[src/rtl/ulpi_pkg.sv]
// Shared types and encodings for the ULPI link-side controller.
package ulpi_pkg;

  localparam int unsigned DATA_W = 8;
  localparam int unsigned ADDR_W = 6;

  // Link TX CMD prefix for an immediate register write
  localparam logic [1:0] TXCMD_REGWR = 2'b10;

  typedef enum logic [2:0] {
    ST_IDLE,
    ST_TURN_IN,
    ST_RX,
    ST_TURN_OUT,
    ST_TX_CMD,
    ST_TX_DATA,
    ST_TX_STP
  } ulpi_state_e;

  // RX CMD byte layout; rxevent[0] is the RxActive flag
  typedef struct packed {
    logic [1:0] misc;
    logic [1:0] rxevent;
    logic [1:0] vbus;
    logic [1:0] linestate;
  } rx_cmd_t;

  function automatic logic [DATA_W-1:0] regwr_cmd(input logic [ADDR_W-1:0] addr);
    return {TXCMD_REGWR, addr};
  endfunction

endpackage

[src/rtl/ulpi_link.sv]
// ULPI link-side controller: RX CMD/data decode and PHY register writes.
// Optional ULPI_RXCMD_FILTER_EN: only pulse rx_cmd_valid when the RX CMD changes.
module ulpi_link
  import ulpi_pkg::*;
#(
  parameter int unsigned NXT_TIMEOUT = 255,
  parameter int unsigned CNT_W       = 8
) (
  input  logic              clk_ulpi,
  input  logic              rst,
  input  logic              ulpi_dir,
  input  logic              ulpi_nxt,
  output logic              ulpi_stp,
  input  logic [DATA_W-1:0] ulpi_data_in,
  output logic [DATA_W-1:0] ulpi_data_out,
  output logic              ulpi_data_oe,
  input  logic              reg_wr_req,
  input  logic [ADDR_W-1:0] reg_addr,
  input  logic [DATA_W-1:0] reg_wdata,
  output logic              reg_busy,
  output logic              reg_done,
  output logic              reg_err,
  output logic              rx_cmd_valid,
  output logic [DATA_W-1:0] rx_cmd,
  output logic              rx_data_valid,
  output logic [DATA_W-1:0] rx_data,
  output logic              rx_active,
  output logic              rx_end
);

  ulpi_state_e       state_q, state_d;
  logic [CNT_W-1:0]  cnt_q, cnt_d;
  logic [ADDR_W-1:0] addr_q, addr_d;
  logic [DATA_W-1:0] wdata_q, wdata_d;
  logic              busy_q, busy_d;
  logic              oe_q, oe_d;
  logic [DATA_W-1:0] data_q, data_d;
  logic              stp_q, stp_d;
  logic              done_q, done_d;
  logic              err_q, err_d;
  logic              cmd_valid_q, cmd_valid_d;
  rx_cmd_t           rx_cmd_q, rx_cmd_d;
  logic              data_valid_q, data_valid_d;
  logic [DATA_W-1:0] rx_data_q, rx_data_d;
  logic              rx_active_q, rx_active_d;
  logic              rx_end_q, rx_end_d;
  logic              accept;
  logic              timeout;
`ifdef ULPI_RXCMD_FILTER_EN
  logic              cmd_seen_q, cmd_seen_d;
`endif

  assign timeout = (cnt_q == CNT_W'(NXT_TIMEOUT - 1));

  // Next state, bookkeeping and the lookahead values of the registered outputs
  always_comb begin
    state_d      = state_q;
    cnt_d        = '0;
    addr_d       = addr_q;
    wdata_d      = wdata_q;
    busy_d       = busy_q;
    done_d       = 1'b0;
    err_d        = 1'b0;
    cmd_valid_d  = 1'b0;
    rx_cmd_d     = rx_cmd_q;
    data_valid_d = 1'b0;
    rx_data_d    = rx_data_q;
    rx_active_d  = rx_active_q;
    rx_end_d     = 1'b0;
    accept       = 1'b0;
`ifdef ULPI_RXCMD_FILTER_EN
    cmd_seen_d   = cmd_seen_q;
`endif

    case (state_q)
      ST_IDLE: begin
        accept = reg_wr_req & ~busy_q;
        if (accept) begin
          addr_d  = reg_addr;
          wdata_d = reg_wdata;
          busy_d  = 1'b1;
        end
        // A PHY turnaround wins; an accepted write waits for the bus to return
        if (ulpi_dir) begin
          state_d = ST_TURN_IN;
        end else if (accept) begin
          state_d = ST_TX_CMD;
        end
      end
      ST_TURN_IN: state_d = ST_RX;
      ST_RX: begin
        if (!ulpi_dir) begin
          state_d     = ST_TURN_OUT;
          rx_end_d    = 1'b1;
          rx_active_d = 1'b0;
        end else if (ulpi_nxt) begin
          rx_data_d    = ulpi_data_in;
          data_valid_d = 1'b1;
          rx_active_d  = 1'b1;
        end else begin
          rx_cmd_d    = rx_cmd_t'(ulpi_data_in);
          rx_active_d = rx_cmd_d.rxevent[0];
`ifdef ULPI_RXCMD_FILTER_EN
          cmd_valid_d = ~cmd_seen_q | (rx_cmd_d != rx_cmd_q);
          cmd_seen_d  = 1'b1;
`else
          cmd_valid_d = 1'b1;
`endif
        end
      end
      ST_TURN_OUT: state_d = busy_q ? ST_TX_CMD : ST_IDLE;
      ST_TX_CMD, ST_TX_DATA: begin
        if (ulpi_dir) begin
          state_d = ST_TURN_IN;
        end else if (ulpi_nxt) begin
          state_d = (state_q == ST_TX_CMD) ? ST_TX_DATA : ST_TX_STP;
        end else if (timeout) begin
          state_d = ST_IDLE;
          err_d   = 1'b1;
          busy_d  = 1'b0;
        end else begin
          cnt_d = cnt_q + CNT_W'(1);
        end
      end
      ST_TX_STP: begin
        if (ulpi_dir) begin
          state_d = ST_TURN_IN;
        end else begin
          state_d = ST_IDLE;
          done_d  = 1'b1;
          busy_d  = 1'b0;
        end
      end
      default: state_d = ST_IDLE;
    endcase

    oe_d   = state_d inside {ST_IDLE, ST_TX_CMD, ST_TX_DATA, ST_TX_STP};
    stp_d  = (state_d == ST_TX_STP);
    data_d = '0;
    if (state_d == ST_TX_CMD) begin
      data_d = regwr_cmd(addr_d);
    end else if (state_d == ST_TX_DATA) begin
      data_d = wdata_d;
    end
  end

  always_ff @(posedge clk_ulpi) begin
    if (rst) begin
      state_q      <= ST_IDLE;
      cnt_q        <= '0;
      addr_q       <= '0;
      wdata_q      <= '0;
      busy_q       <= 1'b0;
      oe_q         <= 1'b0;
      data_q       <= '0;
      stp_q        <= 1'b0;
      done_q       <= 1'b0;
      err_q        <= 1'b0;
      cmd_valid_q  <= 1'b0;
      rx_cmd_q     <= '0;
      data_valid_q <= 1'b0;
      rx_data_q    <= '0;
      rx_active_q  <= 1'b0;
      rx_end_q     <= 1'b0;
`ifdef ULPI_RXCMD_FILTER_EN
      cmd_seen_q   <= 1'b0;
`endif
    end else begin
      state_q      <= state_d;
      cnt_q        <= cnt_d;
      addr_q       <= addr_d;
      wdata_q      <= wdata_d;
      busy_q       <= busy_d;
      oe_q         <= oe_d;
      data_q       <= data_d;
      stp_q        <= stp_d;
      done_q       <= done_d;
      err_q        <= err_d;
      cmd_valid_q  <= cmd_valid_d;
      rx_cmd_q     <= rx_cmd_d;
      data_valid_q <= data_valid_d;
      rx_data_q    <= rx_data_d;
      rx_active_q  <= rx_active_d;
      rx_end_q     <= rx_end_d;
`ifdef ULPI_RXCMD_FILTER_EN
      cmd_seen_q   <= cmd_seen_d;
`endif
    end
  end

  // Release the pad combinationally the moment the PHY claims it
  assign ulpi_data_oe  = oe_q & ~ulpi_dir;
  assign ulpi_data_out = data_q;
  assign ulpi_stp      = stp_q;
  assign reg_busy      = busy_q;
  assign reg_done      = done_q;
  assign reg_err       = err_q;
  assign rx_cmd_valid  = cmd_valid_q;
  assign rx_cmd        = rx_cmd_q;
  assign rx_data_valid = data_valid_q;
  assign rx_data       = rx_data_q;
  assign rx_active     = rx_active_q;
  assign rx_end        = rx_end_q;

endmodule
[config.mk]
export PLATFORM = sky130hd
export DESIGN_NAME = ulpi_link
export DESIGN_NICKNAME = d
export VERILOG_FILES = /design/src/rtl/ulpi_pkg.sv /design/src/rtl/ulpi_link.sv
export SDC_FILE = /design/constraint.sdc
export NUM_CORES = 1
export LEC_CHECK = 0
export BUFFER_PORTS_ARGS = -buffer_cell sky130_fd_sc_hd__buf_2
export CAP_MARGIN = 20
export CORE_UTILIZATION = 52
export CTS_CLUSTER_SIZE = 12
export DETAILED_ROUTE_END_ITERATION = 10
export GPL_TIMING_DRIVEN = 0
export PLACE_DENSITY_LB_ADDON = 0.2
export REMOVE_ABC_BUFFERS = 1
export SYNTH_ARGS = -nofsm -noshare
export SYNTH_HDL_FRONTEND = slang
export SYNTH_SLANG_ARGS = --single-unit
[constraint.sdc]
create_clock -name clk_ulpi -period 2.1 [get_ports clk_ulpi]
set_input_delay 0.42 -clock clk_ulpi [delete_from_list [all_inputs] [get_ports clk_ulpi]]
set_output_delay 0.42 -clock clk_ulpi [all_outputs]
set_load 0.02 [all_outputs]
==> impl_results.rst <==
.. list-table::
   :header-rows: 1

   * - Metric
     - Value
   * - Total power of the final layout
     - 2620 µW
   * - Transition time at the pin with the least slew margin
     - 738 ps
   * - Number of placement rows
     - 24
   * - GR Overflow Total
     - 0
   * - Top routing layer in use
     - met4
   * - Buffers from clock root to sink, at most
     - 2
   * - Worst hold slack
     - 339 ps
   * - TritonCTS clock tree
     - done
   * - Worst slack after detailed placement
     - -216 ps
   * - Pin count of the biggest net entering global routing
     - 42
   * - CP Capture Type
     - flip-flop
   * - Number of setup violations in the final report
     - 0
   * - Outcome
     - completed
   * - Synth area leaders
     - sky130_fd_sc_hd__dfxtp_1 (50%), sky130_fd_sc_hd__mux2i_1 (10%), sky130_fd_sc_hd__nor2_1 (6.1%)
   * - Register bit total from synthesis
     - 58
   * - Port bufs
     - 59
   * - Number of buffers inserted for hold repair after clock tree synthesis
     - 0
   * - Die area
     - 4780 µm²
   * - Final-stage net count
     - 328
   * - Depth of the most critical reg-to-reg path
     - 5
   * - Summed instance area of the synthesized netlist
     - 2340 µm²
   * - Routability congestion estimate
     - 0.797
   * - Number of antenna violations at the first check in global routing
     - 0
   * - Cell area after layout
     - 2880 µm²
   * - Total leakage power
     - 0.00130 µW
   * - Fraction of the yosys area taken by sequential cells
     - 0.496
   * - Endpoint with the worst hold slack
     - rx_cmd[7]$_SDFFE_PP0P_
   * - Part of the cycle the worst path needs
     - 0.937
   * - Router iterations before antenna repair
     - 4
   * - Count of endpoints failing hold in the final timing report
     - 0
   * - Class of the most critical hold timing path
     - primary input to flip-flop
   * - Antenna-violating nets left
     - 0
   * - Number of warnings printed during yosys synthesis
     - 0
   * - Clock sinks
     - 58
   * - Overall routed net length
     - 4630 µm
   * - Worst-skew pair later-pin latency
     - 330 ps
   * - Ranking of synthesized cells by instance count
     - sky130_fd_sc_hd__dfxtp_1 (58), sky130_fd_sc_hd__nor2_1 (38), sky130_fd_sc_hd__mux2i_1 (24)
   * - Starting Density
     - 0.538
   * - Ports
     - 60
   * - Max IR drop VDD
     - 0.000476 V
   * - Worst Path Max Fanout
     - 16
   * - Worst setup margin
     - 133 ps
   * - Number of global-route vias before repair
     - 1791
   * - Number of enable-type register cells in the synthesized netlist
     - 0
   * - Distinct cell type count of the synthesized netlist
     - 44
   * - Destination of the worst register-to-register timing path
     - ulpi_data_out[7]$_SDFF_PP0_
   * - Slew Limit Headroom
     - 0.508
   * - P&R area growth vs syn
     - 23.1%
   * - Main synth FF type
     - sky130_fd_sc_hd__dfxtp_1
   * - Library cell with the highest instance count after synthesis
     - sky130_fd_sc_hd__dfxtp_1
   * - H-tree depth reported by CTS
     - 3
   * - Final core utilization
     - 0.662
   * - Clock tree root buffer cell
     - sky130_fd_sc_hd__clkbuf_8
   * - Clk slew on worst S/H paths
     - 70 ps
   * - Detailed-route via count
     - 1894
   * - Die outline height
     - 69.1 µm
   * - Clock buffer count from CTS
     - 9
   * - Data required time of the critical path
     - 2320 ps
   * - DR WL met2
     - 2110 µm
   * - Final antenna diode count
     - 0
   * - Setup slack of the most critical reg-to-reg path
     - 130 ps
   * - Cells on Worst Hold Path
     - 3
   * - Post-synthesis area per instance
     - 9.76 µm²
   * - Per-cell routed wire length
     - 13.0 µm
   * - Fmax achieved
     - 508 MHz
   * - MaxCap Viol Count
     - 0
   * - First-pass GRT wire length
     - 7960 µm
   * - Clock Skew
     - 9.12 ps
   * - Power per cell area
     - 909 nW/µm²
   * - Element type at the critical path start
     - flip-flop
   * - Die X-Extent
     - 69.1 µm
   * - Most area-hungry cell type in the Yosys netlist
     - sky130_fd_sc_hd__dfxtp_1
   * - Pins Over Slew Limit
     - 0
   * - Detailed-routed wire length on met3
     - 247 µm
   * - Proportion of synthesized flip-flops having asynchronous set or reset
     - 0
   * - Proportion of netlist area held by the largest area contributor
     - 0.496
   * - Startpoint of the lowest-slack hold path
     - ulpi_data_in[7]
   * - Post-layout min period
     - 1970 ps
   * - Area of the core region
     - 4350 µm²
   * - Detailed-placement wirelength estimate
     - 2880 µm
   * - Routed length on met1
     - 2170 µm
   * - DRC violation count after routing
     - 0
   * - Kind of critical path
     - flip-flop to flip-flop
   * - Reg-to-reg startpoint
     - state_q[1]$_SDFF_PP0_
   * - All-Layer GR Usage
     - 0.210
   * - Layout cell share with drive strength beyond 1
     - 0.309
   * - Cells after synthesis
     - 240
   * - Instance area after placement
     - 2630 µm²
   * - Drt via density
     - 5.32
   * - Detailed router's first-iteration violation count
     - 94
   * - Data arrival, critical path
     - 2180 ps
==> cell type report <==
| cell class | count | area [µm²] |
|---|---|---|
| fillers | 376 | 1470 |
| flip-flops and latches | 58 | 1160 |
| multi-input cells | 164 | 1100 |
| repair buffers | 63 | 325 |
| clock buffers | 12 | 165 |
| well taps | 52 | 65.1 |
| clock inverters | 4 | 48.8 |
| inverters | 3 | 11.3 |
==> worst max-delay path, cell delays in order, from the launching register on <==
cell                       delay, ps
sky130_fd_sc_hd__dfxtp_1         480
sky130_fd_sc_hd__or4b_4          700
sky130_fd_sc_hd__nor2_2          180
sky130_fd_sc_hd__mux2i_1         250
sky130_fd_sc_hd__nand2b_1         70
sky130_fd_sc_hd__and3_1          180
==> what timing repair did <==
item                       4_1_cts  5_1_grt
hold endpoints to repair         0        0
setup endpoints to repair       10       18
pin swaps                        1        2
setup buffers                    0        4
resized for setup                1        2
==> power by group <==
part | leakage (µW) | internal [µW] | switching [µW] | total [µW]
combinational | 0.000720 | 153 | 196 | 349
sequential | 0.000471 | 1150 | 49.3 | 1200
clock | 0.000112 | 643 | 430 | 1070
total | 0.00130 | 1950 | 675 | 2620
==> stage by stage <==
step	cells	TNS (ps)
floorplan	225	0
global placement	336	-1760
detailed placement	336	-1680
CTS	352	0
global route	356	-1.37
finish	356	0
==> routing by layer <==
metal	GRT usage	vias to the layer above
li1	-	951
met1	0.250	884
met2	0.331	51
met3	0.0643	8
met4	0.129	0
met5	0	-
==> how the worst max path moves through the flow <==
stage	from	slack, ps	cells past startpoint	end
floorplan	state_q[2]$_SDFF_PP0_	190	5	ulpi_data_out[0]$_SDFF_PP0_
CTS	state_q[2]$_SDFF_PP0_	10	5	ulpi_data_out[5]$_SDFF_PP0_
global placement	state_q[2]$_SDFF_PP0_	-230	5	ulpi_data_out[5]$_SDFF_PP0_
finish	state_q[1]$_SDFF_PP0_	130	5	ulpi_data_out[7]$_SDFF_PP0_
global route	state_q[1]$_SDFF_PP0_	-1	5	rx_cmd[5]$_SDFFE_PP0P_
detailed placement	state_q[2]$_SDFF_PP0_	-220	5	ulpi_data_out[5]$_SDFF_PP0_
==> logic make-up after synthesis <==
family / synth area share
AND/OR/NAND/NOR: 0.222
buffers and inverters: 0.0379
adder cells (fa/ha/maj): 0.0107
multiplexers: 0.103
AO/OA/AOI/OAI: 0.105
XOR/XNOR: 0.0262
flip-flops: 0.496
==> sequential cells by signal, summed over array words and instances, names as in the netlist, 3 cells and up <==
| register | count |
|---|---|
| rx_cmd | 8 |
| addr_q | 6 |
| rx_data | 8 |
| state_q | 3 |
| wdata_q | 8 |
| cnt_q | 8 |
| ulpi_data_out | 8 |
==> cell usage in the layout (no fill, tap or decap), types with 3 or more instances in the layout <==
cell	count
sky130_fd_sc_hd__clkbuf_8	12
sky130_fd_sc_hd__a21oi_1	18
sky130_fd_sc_hd__and3_1	3
sky130_fd_sc_hd__nor2_1	38
sky130_fd_sc_hd__nand2_1	7
sky130_fd_sc_hd__xor2_1	5
sky130_fd_sc_hd__nand2b_1	4
sky130_fd_sc_hd__o21ai_1	14
sky130_fd_sc_hd__dfxtp_1	57
sky130_fd_sc_hd__nand3_1	17
sky130_fd_sc_hd__buf_2	59
sky130_fd_sc_hd__mux2i_1	24
sky130_fd_sc_hd__buf_4	4
Power figures use the tool's default switching activity.
